[src/rtl/serial_parity_pkg.sv]
// Shared FSM state encoding and bit-counter sizing helper for the serial parity checker.
package serial_parity_pkg;

    typedef enum logic [1:0] {
        ST_IDLE   = 2'd0,
        ST_DATA   = 2'd1,
        ST_PARITY = 2'd2,
        ST_DONE   = 2'd3
    } state_t;

    // Bits needed to count 0..n inclusive.
    function automatic int unsigned cnt_width(input int unsigned n);
        return (n < 1) ? 1 : $clog2(n + 1);
    endfunction

endpackage

[src/rtl/XOR2_gate_v.sv]
// Two-input XOR gate from the gate-level datapath library.
module XOR2_gate_v (
    input  logic i_a,
    input  logic i_b,
    output logic o_f
);

    assign o_f = i_a ^ i_b;

endmodule

[src/rtl/serial_parity_checker_v.sv]
// Serial frame receiver: DATA_W data bits (LSB first) then one even-parity bit.
// Optional saturating parity-error counter when ERR_CNT_EN is defined.
module serial_parity_checker_v
    import serial_parity_pkg::*;
#(
    parameter int unsigned DATA_W    = 8,
    parameter int unsigned ERR_CNT_W = 8
) (
    input  logic              i_clk,
    input  logic              i_rst_n,
    input  logic              i_start,
    input  logic              i_valid,
    input  logic              i_bit,
    output logic              o_busy,
    output logic [DATA_W-1:0] o_data,
    output logic              o_done,
    output logic              o_par_err
`ifdef ERR_CNT_EN
    ,
    output logic [ERR_CNT_W-1:0] o_err_cnt
`endif
);

    localparam int unsigned CNT_W = cnt_width(DATA_W);

    if (DATA_W < 1 || DATA_W > 32 || ERR_CNT_W < 1) begin : g_bad_param
        $error("serial_parity_checker_v: illegal DATA_W or ERR_CNT_W");
    end

    state_t            state;
    logic [CNT_W-1:0]  cnt;
    logic [DATA_W-1:0] word;
    logic              acc;
    logic              acc_next;

    // acc_next doubles as the final parity verdict once the parity bit arrives.
    XOR2_gate_v u_acc_xor (
        .i_a (acc),
        .i_b (i_bit),
        .o_f (acc_next)
    );

    always_ff @(posedge i_clk or negedge i_rst_n) begin
        if (!i_rst_n) begin
            state     <= ST_IDLE;
            cnt       <= '0;
            word      <= '0;
            acc       <= 1'b0;
            o_busy    <= 1'b0;
            o_data    <= '0;
            o_done    <= 1'b0;
            o_par_err <= 1'b0;
        end else begin
            o_done <= 1'b0;
            case (state)
                ST_IDLE: begin
                    if (i_start) begin
                        state     <= ST_DATA;
                        o_busy    <= 1'b1;
                        cnt       <= '0;
                        word      <= '0;
                        acc       <= 1'b0;
                        o_par_err <= 1'b0;
                    end
                end
                ST_DATA: begin
                    if (i_valid) begin
                        for (int unsigned k = 0; k < DATA_W; k++) begin
                            if (cnt == CNT_W'(k)) begin
                                word[k] <= i_bit;
                            end
                        end
                        acc <= acc_next;
                        cnt <= cnt + CNT_W'(1);
                        if (cnt == CNT_W'(DATA_W - 1)) begin
                            state <= ST_PARITY;
                        end
                    end
                end
                ST_PARITY: begin
                    if (i_valid) begin
                        o_par_err <= acc_next;
                        o_data    <= word;
                        o_done    <= 1'b1;
                        state     <= ST_DONE;
                    end
                end
                ST_DONE: begin
                    o_busy <= 1'b0;
                    state  <= ST_IDLE;
                end
                default: state <= ST_IDLE;
            endcase
        end
    end

`ifdef ERR_CNT_EN
    // Counts on the same edge that registers the error, so it is current during o_done.
    always_ff @(posedge i_clk or negedge i_rst_n) begin
        if (!i_rst_n) begin
            o_err_cnt <= '0;
        end else if (state == ST_PARITY && i_valid && acc_next && o_err_cnt != '1) begin
            o_err_cnt <= o_err_cnt + ERR_CNT_W'(1);
        end
    end
`endif

endmodule

[config.mk]
export PLATFORM = sky130hd
export DESIGN_NAME = serial_parity_checker_v
export DESIGN_NICKNAME = d
export VERILOG_FILES = /design/src/rtl/serial_parity_pkg.sv /design/src/rtl/XOR2_gate_v.sv /design/src/rtl/serial_parity_checker_v.sv
export SDC_FILE = /design/constraint.sdc
export NUM_CORES = 1
export LEC_CHECK = 0
export ABC_AREA = 1
export BUFFER_PORTS_ARGS = -buffer_cell sky130_fd_sc_hd__buf_2
export CAP_MARGIN = 10
export CORE_ASPECT_RATIO = 1.5
export CORE_MARGIN = 4
export CORE_UTILIZATION = 49
export CTS_CLUSTER_DIAMETER = 150
export CTS_CLUSTER_SIZE = 24
export DETAILED_ROUTE_END_ITERATION = 6
export PLACE_DENSITY = 0.69
export SLEW_MARGIN = 15
export SYNTH_ARGS = -nofsm -noshare
export SYNTH_HDL_FRONTEND = slang
export SYNTH_SLANG_ARGS = --single-unit
[constraint.sdc]
create_clock -name i_clk -period 3.24 [get_ports i_clk]
set_input_delay 0.972 -clock i_clk [delete_from_list [all_inputs] [get_ports i_clk]]
set_output_delay 0.972 -clock i_clk [all_outputs]
set_load 0.01 [all_outputs]
==> impl_results.rst <==
.. list-table::
   :header-rows: 1

   * - Metric
     - Value
   * - Run status
     - complete, no violations
   * - Placed cell areas
     - 0.001524 mm^2
   * - Core Area
     - 0.002734 mm^2
   * - Top-area cell type share of the netlist area
     - 45.53%
   * - Die Footprint
     - 0.003862 mm^2
   * - Total iterations of the first detailed-routing run
     - 4
   * - HPWL after DPL
     - 2012 um
   * - Source-to-sink clock delay at the later pin of the worst-skew pair
     - 0.26 ns
   * - Max-Cap Viols
     - 0
   * - DRT iter0 DRCs
     - 37
   * - Library cell occupying the most area in the post-synthesis netlist
     - sky130_fd_sc_hd__dfrtp_1
   * - Resized Gates After CTS
     - 0
   * - Final slew viol count
     - 0
   * - Worst-margin pin slew
     - 0.5763 ns
   * - Chip Width
     - 52.09 um
   * - Critical Path AT
     - 0.79 ns
   * - Min-delay worst type
     - reg2reg
   * - Setup slack after placement
     - 1.293 ns
   * - Final Routed Wirelength
     - 2556 um
   * - Share of the synthesized area in compound gates (AO/OA/AOI/OAI)
     - 3.503%
   * - Average footprint of a synthesized cell
     - 7.766 um^2
   * - Maximum number of buffers from clock root to sink
     - 2
   * - Antenna violations before repair
     - 0
   * - Routed WL per cell
     - 10.78 um
   * - Maximum cell stage delay along the critical path
     - 0.39 ns
   * - Area contributors post-synth
     - sky130_fd_sc_hd__dfrtp_1, sky130_fd_sc_hd__nand2_1, sky130_fd_sc_hd__ha_1, sky130_fd_sc_hd__inv_1, sky130_fd_sc_hd__nand3_1
   * - CP Max Fanout
     - 2
   * - Post CTS Setup Buffer Count
     - 0
   * - Kind of critical path
     - reg2out
   * - Number of synthesis warnings
     - 0
   * - Area growth, synth to finish
     - 9.545%
   * - Cell area after technology mapping
     - 0.001429 mm^2
   * - Effective utilization at floorplan
     - 52.27%
   * - Main combinational cell family by area after synthesis
     - simple AND/OR/NAND/NOR gates
   * - Post-synthesis mux area share
     - 0%
   * - CTS Hold Buffers Added
     - 0
   * - Root buf cell
     - sky130_fd_sc_hd__clkbuf_8
   * - Required time reported for the critical path endpoint
     - 2.27 ns
   * - Num CTS Buffers
     - 3
   * - Slew margin rel.
     - 61.58%
   * - Number of sinks on the clock net
     - 26
   * - Most used cells in the layout excluding fill and tap cells
     - sky130_fd_sc_hd__nand2_1, sky130_fd_sc_hd__dfrtp_1, sky130_fd_sc_hd__inv_1, sky130_fd_sc_hd__buf_2, sky130_fd_sc_hd__nand3_1
   * - Unique cell type count in the Yosys netlist
     - 19
   * - Share of the yosys chip area belonging to registers
     - 45.53%
   * - Critical path's top delay family
     - flip-flops
   * - Leading cell type in the layout, fill and taps excluded
     - sky130_fd_sc_hd__nand2_1
   * - Largest net degree at the start of global routing
     - 27
   * - Number of hold violations in the final report
     - 0
   * - Setup Skew
     - 0.001910 ns
   * - Post-route DRC
     - 0
   * - Number of H-tree levels
     - 1
   * - Diode count
     - 0
   * - Gate count after technology mapping
     - 184
   * - TritonCTS clock tree
     - built
   * - Critical Path Start Type
     - register
   * - Cell with the largest stage delay on the worst path
     - sky130_fd_sc_hd__dfrtp_1
   * - Nets
     - 216
   * - Setup TNS
     - 0 ns
   * - Die outline height
     - 74.14 um
   * - Remaining Overflow, GRT
     - 0
   * - Num rows
     - 23
   * - Part of the cycle the worst path needs
     - 54.39%
   * - Crit-path cells
     - buf_2
   * - Weighted congestion at the end of routability-driven global placement
     - 0.8444
   * - Final WS setup
     - 1.478 ns
   * - Max VDD drop
     - 545.6 uV
   * - GRT Util Overall
     - 15.57%
   * - Setup-failing EPs final
     - 0
   * - Post-synthesis xor/xnor area fraction
     - 0.6130%
   * - Post-route cell area
     - 0.001565 mm^2
   * - Maximum operating frequency
     - 567.4 MHz
   * - Port Buf Inserts
     - 15
   * - Flip-flop and latch count after synthesis
     - 26
   * - Minimum clock period after layout
     - 1.762 ns
   * - Detail Route Antenna Nets
     - 0
   * - Element type at the critical path end
     - output port
   * - Core Util, Final
     - 57.25%
   * - Adder-cell share of the synthesized area
     - 7.881%
   * - Static Leak
     - 0.9155 nW
   * - Pwr per Cell Area
     - 797.3 mW/mm^2
   * - Via count of the first global-routing pass
     - 1165
   * - Net count after synthesis
     - 198
   * - Worst path bufs/invs
     - 1
   * - Overall via count from detail_route
     - 1142
   * - Boundary Pins
     - 16
   * - Post-synthesis share of cell area spent on and, or, nand and nor gates
     - 33.80%
   * - Via density per instance
     - 4.819
   * - First-pass GRT wire length
     - 4698 um
   * - Fraction of final layout cells with drive strength greater than 1
     - 13.50%
   * - Clock-pin slew on the worst setup and hold paths
     - 0.08 ns
   * - Unrepaired setup endpoints after global routing
     - no
## through the flow
stage | hold WS, ns | power (mW) | std cells
3_5_place_dp | 0.4607 | 1.088 | 234
2_1_floorplan | 0.4422 | 0.9498 | 184
3_3_place_gp | 0.4577 | 1.063 | 234
6_report | 0.4768 | 1.248 | 237
5_1_grt | 0.5110 | 1.379 | 237
4_1_cts | 0.4831 | 1.265 | 237
## area by class of cell
type | instances | area (um^2)
clock buffer | 3 | 41.29
multi-input combinational | 130 | 654.4
timing repair buffer | 15 | 75.07
fill | 258 | 1169
sequential | 26 | 650.6
inverter | 26 | 97.59
tap | 37 | 46.29
## synth_stat cells (all sizes together)
cell type,count
o21ai,9
nand2,72
nor2,14
clkinv,1
nand3,14
a21oi,1
nand3b,2
inv,25
nand4,8
xor2,1
ha,9
dfrtp,26
buf,2
## final timing paths
kind	end	startpoint	cells past startpoint	slack (ns)
max in group asynchronous	cnt[2]	i_rst_n	1	2.16
hold reg to reg	o_data[6]	o_data[6]	2	0.48
hold / removal	o_data[6]	o_data[6]	2	0.48
min in group asynchronous	o_busy	i_rst_n	1	0.70
setup reg to reg	cnt[0]	state[1]	7	1.58
setup / recovery	o_data[1]	o_data[1]	1	1.48
## power by group
group / internal [mW] / total [mW] / switching (mW)
clock: 0.0830 / 0.175 / 0.0921
combinational: 0.195 / 0.581 / 0.386
sequential: 0.424 / 0.491 / 0.0673
## flip-flops by register name, summed over array words and instances (netlist names)
name	count
o_done	1
word	8
cnt	4
o_busy	1
acc	1
o_data	8
state	2
o_par_err	1
## routing by layer
layer  global-route usage (%)  up-vias  wire length (um)
met1                    17.84      513              1095
met5                        0        -                 0
met3                    2.204        2                89
met2                    28.95       21              1354
li1                         -      606                 -
met4                    5.248        0                17
## cell families after synthesis
| family | after synthesis |
|---|---|
| AND/OR/NAND/NOR | 110 |
| adder cells (fa/ha/maj) | 9 |
| AO/OA/AOI/OAI | 10 |
| XOR/XNOR | 1 |
| flip-flops | 26 |
| buffers and inverters | 28 |
Note: power is estimated with default switching activity, not from simulation.
